==> src/rtl/ppe_pkg.sv <==
// ----------------------------------------------------------------------------
// ppe_pkg
// Shared definitions for the parametrised partial-sum PE: NoC packet layout,
// opcodes and FSM state encoding.
// ----------------------------------------------------------------------------
package ppe_pkg;

  localparam int PKT_W    = 33;
  localparam int DATA_W   = 25;
  localparam int ADDR_MSB = 32;
  localparam int ADDR_LSB = 29;
  localparam int OP_MSB   = 28;
  localparam int OP_LSB   = 25;
  localparam int DATA_MSB = 24;
  localparam int DATA_LSB = 0;

  localparam logic [3:0] OP_WEIGHT        = 4'd0;
  localparam logic [3:0] OP_INPUT         = 4'd1;
  localparam logic [3:0] OP_TIMESTEP_DONE = 4'd15;

  typedef struct packed {
    logic [3:0]        addr;
    logic [3:0]        op;
    logic [DATA_W-1:0] data;
  } packet_t;

  typedef enum logic [1:0] {
    ST_IDLE  = 2'd0,
    ST_ACCUM = 2'd1,
    ST_EMIT  = 2'd2,
    ST_REQ   = 2'd3
  } state_e;

endpackage

==> src/rtl/ppe_weight_rf.sv <==
// ----------------------------------------------------------------------------
// ppe_weight_rf
// FILTER_SIZE x 8-bit filter weight store. One write port that writes up to
// three consecutive entries starting at waddr_i (entries past the end of the
// filter are ignored), one combinational read port, asynchronous clear.
//
// Ports
//   clk_i    clock
//   rst_n_i  asynchronous active-low clear of all weights
//   we_i     write enable
//   waddr_i  base index of the 3-entry write
//   wdata_i  {w[base+2], w[base+1], w[base]}
//   raddr_i  read index
//   rdata_o  weight at raddr_i
// ----------------------------------------------------------------------------
module ppe_weight_rf #(
  parameter int FILTER_SIZE = 5,
  parameter int AW          = 3,
  parameter int PW          = 3
) (
  input  logic          clk_i,
  input  logic          rst_n_i,
  input  logic          we_i,
  input  logic [PW-1:0] waddr_i,
  input  logic [23:0]   wdata_i,
  input  logic [AW-1:0] raddr_i,
  output logic [7:0]    rdata_o
);

  logic [7:0] w_q [FILTER_SIZE];

  always_ff @(posedge clk_i or negedge rst_n_i) begin
    if (!rst_n_i) begin
      for (int i = 0; i < FILTER_SIZE; i++) w_q[i] <= '0;
    end else if (we_i) begin
      for (int i = 0; i < FILTER_SIZE; i++) begin
        for (int e = 0; e < 3; e++) begin
          if (int'(waddr_i) + e == i) w_q[i] <= wdata_i[8*e +: 8];
        end
      end
    end
  end

  always_comb begin
    rdata_o = '0;
    for (int i = 0; i < FILTER_SIZE; i++) begin
      if (raddr_i == AW'(i)) rdata_o = w_q[i];
    end
  end

endmodule

==> src/rtl/ppe_param_engine.sv <==
// ----------------------------------------------------------------------------
// ppe_param_engine
// Sliding-window 1-D partial-sum engine. Loads signed filter weights and
// binary ifmap rows from 33-bit NoC packets, computes one tap per cycle and
// emits each partial sum to the SPEs round-robin. After a row, requests the
// next row from IMEM while the timestep still needs rows.
//
// state | meaning
// IDLE  | ready for a packet (WEIGHT / INPUT / TIMESTEP_DONE)
// ACCUM | adding one tap per cycle into acc
// EMIT  | presenting the finished partial sum
// REQ   | presenting the input-request packet to IMEM
//
// Ports
//   clk, rst_n                clock, async active-low reset
//   in_valid/in_ready/in_data input packet handshake
//   out_valid/out_ready/out_data output packet handshake
//   timestep                  current timestep (resets to 1)
//   busy                      state != IDLE
//   err_op                    one-cycle pulse on an unknown opcode
// ----------------------------------------------------------------------------
module ppe_param_engine
  import ppe_pkg::*;
#(
  parameter int FILTER_SIZE  = 5,
  parameter int IFMAP_SIZE   = 25,
  parameter int WEIGHT_WIDTH = 8,
  parameter int SUM_WIDTH    = 14,
  parameter int ROWS_PER_TS  = 5,
  parameter int NUM_SPE      = 5,
  parameter int PE_ID        = 0,
  parameter int IMEM_ID      = 10
) (
  input  logic             clk,
  input  logic             rst_n,
  input  logic             in_valid,
  output logic             in_ready,
  input  logic [PKT_W-1:0] in_data,
  output logic             out_valid,
  input  logic             out_ready,
  output logic [PKT_W-1:0] out_data,
  output logic [1:0]       timestep,
  output logic             busy,
  output logic             err_op
);

  localparam int OUT_DIM = IFMAP_SIZE - FILTER_SIZE + 1;
  localparam int KW = (FILTER_SIZE > 1) ? $clog2(FILTER_SIZE) : 1;
  localparam int JW = (OUT_DIM > 1) ? $clog2(OUT_DIM) : 1;
  localparam int PW = $clog2(FILTER_SIZE + 3);
  localparam int RW = $clog2(ROWS_PER_TS + 1);
  localparam int IW = $clog2(IFMAP_SIZE + 1);

  state_e                      state_q, state_d;
  logic                        alive_q;
  logic                        err_q, err_d;
  logic [IFMAP_SIZE-1:0]       r_q, r_d;
  logic [JW-1:0]               j_q, j_d;
  logic [KW-1:0]               k_q, k_d;
  logic signed [SUM_WIDTH-1:0] acc_q, acc_d;
  logic [PW-1:0]               wptr_q, wptr_d;
  logic [RW-1:0]               rows_q, rows_d;
  logic [1:0]                  ts_q, ts_d;
  logic [3:0]                  dest_q, dest_d;

  logic                        accept;
  logic                        wr_en;
  logic [3:0]                  in_op;
  logic signed [WEIGHT_WIDTH-1:0] w_rd;
  logic signed [SUM_WIDTH-1:0] w_ext;
  logic [IW-1:0]               tap_idx;
  logic [IFMAP_SIZE-1:0]       r_sh;
  logic                        tap_bit;
  logic [DATA_W-1:0]           acc_ext;
  logic                        unused_addr;

  assign in_op       = in_data[OP_MSB:OP_LSB];
  assign unused_addr = ^in_data[ADDR_MSB:ADDR_LSB];
  assign in_ready    = alive_q && (state_q == ST_IDLE);
  assign accept      = in_valid && in_ready;

  ppe_weight_rf #(
    .FILTER_SIZE (FILTER_SIZE),
    .AW          (KW),
    .PW          (PW)
  ) u_weight_rf (
    .clk_i   (clk),
    .rst_n_i (rst_n),
    .we_i    (wr_en),
    .waddr_i (wptr_q),
    .wdata_i (in_data[23:0]),
    .raddr_i (k_q),
    .rdata_o (w_rd)
  );

  // Shift instead of a variable bit-select so the index width need not
  // match the row width exactly.
  assign tap_idx = IW'(j_q) + IW'(k_q);
  assign r_sh    = r_q >> tap_idx;
  assign tap_bit = r_sh[0];
  assign w_ext   = SUM_WIDTH'(w_rd);
  assign acc_ext = DATA_W'(acc_q);

  always_comb begin
    state_d = state_q;
    err_d   = 1'b0;
    r_d     = r_q;
    j_d     = j_q;
    k_d     = k_q;
    acc_d   = acc_q;
    wptr_d  = wptr_q;
    rows_d  = rows_q;
    ts_d    = ts_q;
    dest_d  = dest_q;
    wr_en   = 1'b0;
    unique case (state_q)
      ST_IDLE: begin
        if (accept) begin
          case (in_op)
            OP_WEIGHT: begin
              wr_en = 1'b1;
              // Wrap once the filter is full so the next WEIGHT reloads it.
              if (int'(wptr_q) + 3 >= FILTER_SIZE) wptr_d = '0;
              else                                  wptr_d = wptr_q + PW'(3);
            end
            OP_INPUT: begin
              r_d     = in_data[IFMAP_SIZE-1:0];
              j_d     = '0;
              k_d     = '0;
              acc_d   = '0;
              state_d = ST_ACCUM;
            end
            OP_TIMESTEP_DONE: begin
              rows_d = '0;
              ts_d   = ts_q + 2'd1;
            end
            default: err_d = 1'b1;
          endcase
        end
      end
      ST_ACCUM: begin
        acc_d = acc_q + (tap_bit ? w_ext : SUM_WIDTH'(0));
        if (k_q == KW'(FILTER_SIZE - 1)) state_d = ST_EMIT;
        else                             k_d     = k_q + KW'(1);
      end
      ST_EMIT: begin
        if (out_ready) begin
          dest_d = (dest_q == 4'(NUM_SPE - 1)) ? 4'd0 : dest_q + 4'd1;
          if (j_q < JW'(OUT_DIM - 1)) begin
            j_d     = j_q + JW'(1);
            k_d     = '0;
            acc_d   = '0;
            state_d = ST_ACCUM;
          end else begin
            // Saturate so extra rows without TIMESTEP_DONE never wrap into REQ.
            if (rows_q < RW'(ROWS_PER_TS)) rows_d = rows_q + RW'(1);
            state_d = (int'(rows_q) + 1 < ROWS_PER_TS) ? ST_REQ : ST_IDLE;
          end
        end
      end
      ST_REQ: begin
        if (out_ready) state_d = ST_IDLE;
      end
      default: state_d = ST_IDLE;
    endcase
  end

  always_ff @(posedge clk or negedge rst_n) begin
    if (!rst_n) begin
      state_q <= ST_IDLE;
      alive_q <= 1'b0;
      err_q   <= 1'b0;
      r_q     <= '0;
      j_q     <= '0;
      k_q     <= '0;
      acc_q   <= '0;
      wptr_q  <= '0;
      rows_q  <= '0;
      ts_q    <= 2'd1;
      dest_q  <= '0;
    end else begin
      state_q <= state_d;
      alive_q <= 1'b1;
      err_q   <= err_d;
      r_q     <= r_d;
      j_q     <= j_d;
      k_q     <= k_d;
      acc_q   <= acc_d;
      wptr_q  <= wptr_d;
      rows_q  <= rows_d;
      ts_q    <= ts_d;
      dest_q  <= dest_d;
    end
  end

  // Outputs decode straight from state so reset clears them in the same cycle.
  always_comb begin
    out_data = '0;
    unique case (state_q)
      ST_EMIT: begin
        out_data[ADDR_MSB:ADDR_LSB] = dest_q;
        out_data[OP_MSB:OP_LSB]     = 4'd0;
        out_data[DATA_MSB:DATA_LSB] = acc_ext;
      end
      ST_REQ: begin
        out_data[ADDR_MSB:ADDR_LSB] = 4'(IMEM_ID);
        out_data[OP_MSB:OP_LSB]     = 4'(PE_ID);
      end
      default: out_data = '0;
    endcase
  end

  assign out_valid = (state_q == ST_EMIT) || (state_q == ST_REQ);
  assign busy      = (state_q != ST_IDLE);
  assign err_op    = err_q;
  assign timestep  = ts_q;

endmodule

==> config.mk <==
export PLATFORM = sky130hd
export DESIGN_NAME = ppe_param_engine
export DESIGN_NICKNAME = d
export VERILOG_FILES = /design/src/rtl/ppe_pkg.sv /design/src/rtl/ppe_weight_rf.sv /design/src/rtl/ppe_param_engine.sv
export SDC_FILE = /design/constraint.sdc
export NUM_CORES = 1
export LEC_CHECK = 0
export CELL_PAD_IN_SITES_DETAIL_PLACEMENT = 0
export CELL_PAD_IN_SITES_GLOBAL_PLACEMENT = 1
export CORE_MARGIN = 1
export CORE_UTILIZATION = 40
export CTS_BUF_LIST = sky130_fd_sc_hd__clkbuf_8
export DETAILED_ROUTE_END_ITERATION = 10
export PLACE_DENSITY_LB_ADDON = 0.05
export SYNTH_ARGS = -nofsm -noshare
export SYNTH_HDL_FRONTEND = slang
export SYNTH_SLANG_ARGS = --single-unit
export TNS_END_PERCENT = 10
==> constraint.sdc <==
create_clock -name clk -period 8.3 [get_ports clk]
set_input_delay 1.245 -clock clk [delete_from_list [all_inputs] [get_ports clk]]
set_output_delay 1.245 -clock clk [all_outputs]
set_load 0.01 [all_outputs]
==> implementation parameters <==
Parameter                              Value

Finish
  NumNets Final ... 903
  Ant. Diodes ... 0
  Post-Layout Cell Count ... 1063
  Post-layout utilization of the core ... 0.459
  Number of filler cells placed in the layout ... 1662
  Fraction of layout cells with a size suffix above 1 ... 0.0955
  Area Overhead vs Synth ... 12.7%

Placed design
  Number of buffers added on ports ... 67
  Count of placed standard cells including taps ... 1047
  Post-place setup slack ... 3050 ps
  Sum of net half-perimeters after detailed placement ... 13900 um
  Final weighted congestion in routability-driven placement ... 0.841

Clock network
  Clock edge transition at the registers on the reported setup and hold paths ... 100 ps
  TritonCTS buffer count ... 9
  CTS H-Tree Depth ... 3
  Clock root buffer ... clkbuf_8
  Largest buffer count on any clock path ... 2
  Buffers inserted during post-CTS setup optimization ... 0
  # hold bufs at CTS ... 0
  Post-CTS Resized ... 0
  Clock latency of the later-clocked register in the worst-skew pair ... 390 ps
  Clk sink count ... 103
  CTS tree ... yes

STA
  Setup WS post-layout ... 3040 ps
  Count of pins over their slew limit ... 0
  Achievable clock frequency ... 190 MHz
  Worst Clk Skew ... 17.2 ps
  Unrepaired setup endpoints after global routing ... false
  Worst Max-Slew Pin Slew ... 1040 ps
  Setup-failing EPs final ... 0
  Worst slack on hold paths ... 480 ps
  Fin. Hold Viols ... 0
  Post-route minimum period ... 5260 ps
  Final period util ... 0.634
  Total negative setup slack ... 0 ps
  Max-slew headroom ... 0.310

Outcome
  Result of the run ... finished clean

Critical path
  Number of cells on the worst reg-to-reg path ... 18
  Data required time at the worst endpoint ... 8560 ps
  Top fanout value on the critical path ... 9
  Buf/Inv on CP ... 1
  FF-to-FF End ... acc_q[10]
  Setup crit end kind ... flip-flop
  Type of the setup path with the least slack ... reg -> reg
  Type of origin of the critical path ... flip-flop
  CP max stage delay ... 800 ps
  Largest delay share family, worst path ... compound AO/OA/AOI/OAI gates
  Data arrival time at the worst-slack endpoint ... 5520 ps
  Worst path slowest cell ... o41ai_1
  Critical-path cell list ... ha_1 -> fa_1 -> mux4_1 -> mux2_2 -> o21ai_0 -> nand2_1 -> nand2_1 -> a21oi_1 -> ha_1 -> inv_1 -> fa_1 -> nor2b_1 -> o21a_1 -> o21a_1 -> o41ai_1 -> nand3b_1 -> o2111ai_1 -> o211ai_1
  Source of the worst register-to-register timing path ... k_q[0]
  Register-to-register setup slack ... 3040 ps

Worst hold path
  Launch point of the worst hold path ... timestep[1]
  Count of cells along the worst hold path ... 1
  Path type of the worst min-delay path ... reg -> reg
  Sink of the worst hold path ... timestep[1]

Detailed routing
  Detailed-routing iteration count for the pre-antenna-repair pass ... 5
  Total Wirelength ... 18300 um
  Antenna violation net count after detailed routing ... 0
  Via Count ... 5818
  Routed wirelength normalized by instance count ... 17.2 um
  Detailed-route DRC error count ... 0
  Detail-routed via count per cell ... 5.47
  Iteration-0 DRC count of the detailed router ... 439

Floorplan
  Die Width ... 134 um
  Row Count ... 48
  Height of the die ... 134 um
  I/O pin count ... 76
  Total Die Area ... 18100 um^2
  Effective utilization at floorplan ... 0.407
  Core area ... 17200 um^2

Logic synthesis
  Largest family of logic cells by synthesized area ... simple AND/OR/NAND/NOR gates
  Main flop type after synthesis ... dfrtp_1
  Combined area of all synthesized cells ... 7020 um^2
  Average instance area after synthesis ... 8.77 um^2
  Simple-gate share of the synthesized area ... 0.210
  Post-synthesis sequential area ratio ... 0.368
  Number of flip-flops and latches in the synthesized netlist ... 103
  Post-synthesis instance total ... 800
  Async SR Flop Fraction ... 1.00
  Synth unique cells ... 75
  Post-synth EDFFs ... 0
  Synthesis Warnings ... 0
  Adder and majority gate portion of the synthesized area ... 0.0610
  Compound-gate portion of the synthesized area ... 0.155
  Xor/xnor share of the synthesized area ... 0.0136
  Post-synthesis mux area share ... 0.142

Pwr
  Worst supply voltage drop on vdd ... 0.204 mV
  P per Cell Area ... 276 nW/um^2
  Static Leak ... 3.69 nW

Global route
  Largest net degree at the start of global routing ... 80
  Global-route wire length before repair ... 30200 um
  Total global routing track utilization ... 0.216
  Initial antenna violation count ... 0
  Total global routing overflow ... 0
  Number of global-route vias before repair ... 5734

Run
  Number of maximum-capacitance constraint violations ... 0
[metrics by stage]
| step | power (W) | instance area (um^2) |
|---|---|---|
| after floorplan | 0.00157 | 7030 |
| after global placement | 0.00185 | 7720 |
| after detailed placement | 0.00188 | 7720 |
| after CTS | 0.00221 | 7910 |
| after global routing | 0.00237 | 7910 |
| final | 0.00218 | 7910 |
[cell type report]
cell class	count	area, um^2	share of cell area
clock buffers	9	124	0.0157
clock inverters	7	65.1	0.00823
inverters	17	63.8	0.00807
multi-input cells	631	4100	0.518
flip-flops and latches	103	2580	0.326
well taps	225	282	0.0356
repair buffers	71	698	0.0883
[registers in the layout (all words and copies together) (netlist names), 3 cells and up]
register         flops
j_q                  5
dest_q               4
rows_q               3
wptr_q               3
r_q                 25
u_weight_rf.w_q     40
acc_q               14
k_q                  3
[layer usage]
metal | track usage | part of all wire | up-vias
met5 | 0 | 0 | -
met4 | 0.0762 | 0.022 | 0
met3 | 0.0261 | 0.030 | 30
met2 | 0.376 | 0.49 | 123
met1 | 0.274 | 0.46 | 2822
li1 | - | - | 2843
[worst reg2reg max path: stages, from the launching register on]
cell       delay [ps]
dfrtp_1           460
ha_1              240
fa_1              730
mux4_1            370
mux2_2            270
o21ai_0           170
nand2_1           280
nand2_1           260
a21oi_1            70
ha_1              200
inv_1              70
fa_1              200
nor2b_1            60
o21a_1            180
o21a_1            210
o41ai_1           800
nand3b_1          200
o2111ai_1         240
o211ai_1          120
[cells in the final DEF (no fill, tap or decap), drive strengths merged, types with 3 or more instances in the layout]
cell type / count
nand2: 181
nand3b: 9
a221oi: 3
a31oi: 3
conb: 5
a211oi: 5
nor3: 8
o21ai: 75
mux2i: 48
o21a: 8
a21oi: 50
buf: 5
dfrtp: 102
clkbuf: 9
nand4: 4
o211ai: 6
nand3: 12
o31ai: 3
clkinv: 5
nor2: 31
nor3b: 4
mux4: 4
and3: 9
nor2b: 5
or4: 4
ha: 31
nand2b: 7
mux2: 37
clkdlybuf4s50: 66
xnor2: 6
or2: 4
o311ai: 3
xor2: 4
inv: 17
and2: 28
a21o: 5
[cell usage after synthesis (3+ instances only)]
master,n,area share
and2_1,27,0.024
clkbuf_1,26,0.014
xor2_1,4,0.0050
o21a_1,8,0.0086
nor3b_1,4,0.0043
o211ai_1,5,0.0054
nand3_1,12,0.0086
buf_4,15,0.016
a21oi_1,46,0.033
nor2_1,31,0.017
nor3_1,6,0.0043
dfrtp_1,102,0.36
nor2b_1,5,0.0045
or2_2,4,0.0036
a31oi_1,3,0.0027
ha_1,31,0.055
mux2_2,37,0.059
and3_2,3,0.0032
and3_1,6,0.0054
o31ai_1,3,0.0032
nand3b_1,9,0.0096
nand2b_1,7,0.0062
nand4_1,4,0.0036
mux2i_1,48,0.068
a21oi_2,4,0.0050
buf_1,6,0.0032
a21o_1,5,0.0054
inv_1,16,0.0086
a211oi_1,5,0.0054
nand2_1,181,0.097
or4_1,3,0.0032
a221oi_1,3,0.0037
o21ai_0,75,0.053
xnor2_1,5,0.0062
[where the power goes]
group	leakage, nW	internal (W)	switching [W]	total, W
Combinational	2.21	0.000459	0.000649	0.00111
Clock	0.100	0.000138	0.000186	0.000324
Sequential	1.38	0.000628	0.000124	0.000752
Total	3.69	0.00122	0.000959	0.00218
[logic make-up after synthesis]
family	count (synthesis)
AO/OA/AOI/OAI	179
XOR/XNOR	10
other	2
adder cells (fa/ha/maj)	33
flip-flops	103
buffers and inverters	69
multiplexers	89
AND/OR/NAND/NOR	315
[worst max path at each step]
stage | from | to | cells past startpoint
after global routing | k_q[0] | acc_q[10] | 18
after global placement | k_q[0] | acc_q[10] | 18
after floorplan | j_q[0] | acc_q[12] | 19
after detailed placement | j_q[0] | acc_q[10] | 18
after CTS | j_q[0] | acc_q[10] | 18
final | k_q[0] | acc_q[10] | 18
(Power assumes the default switching activity.)
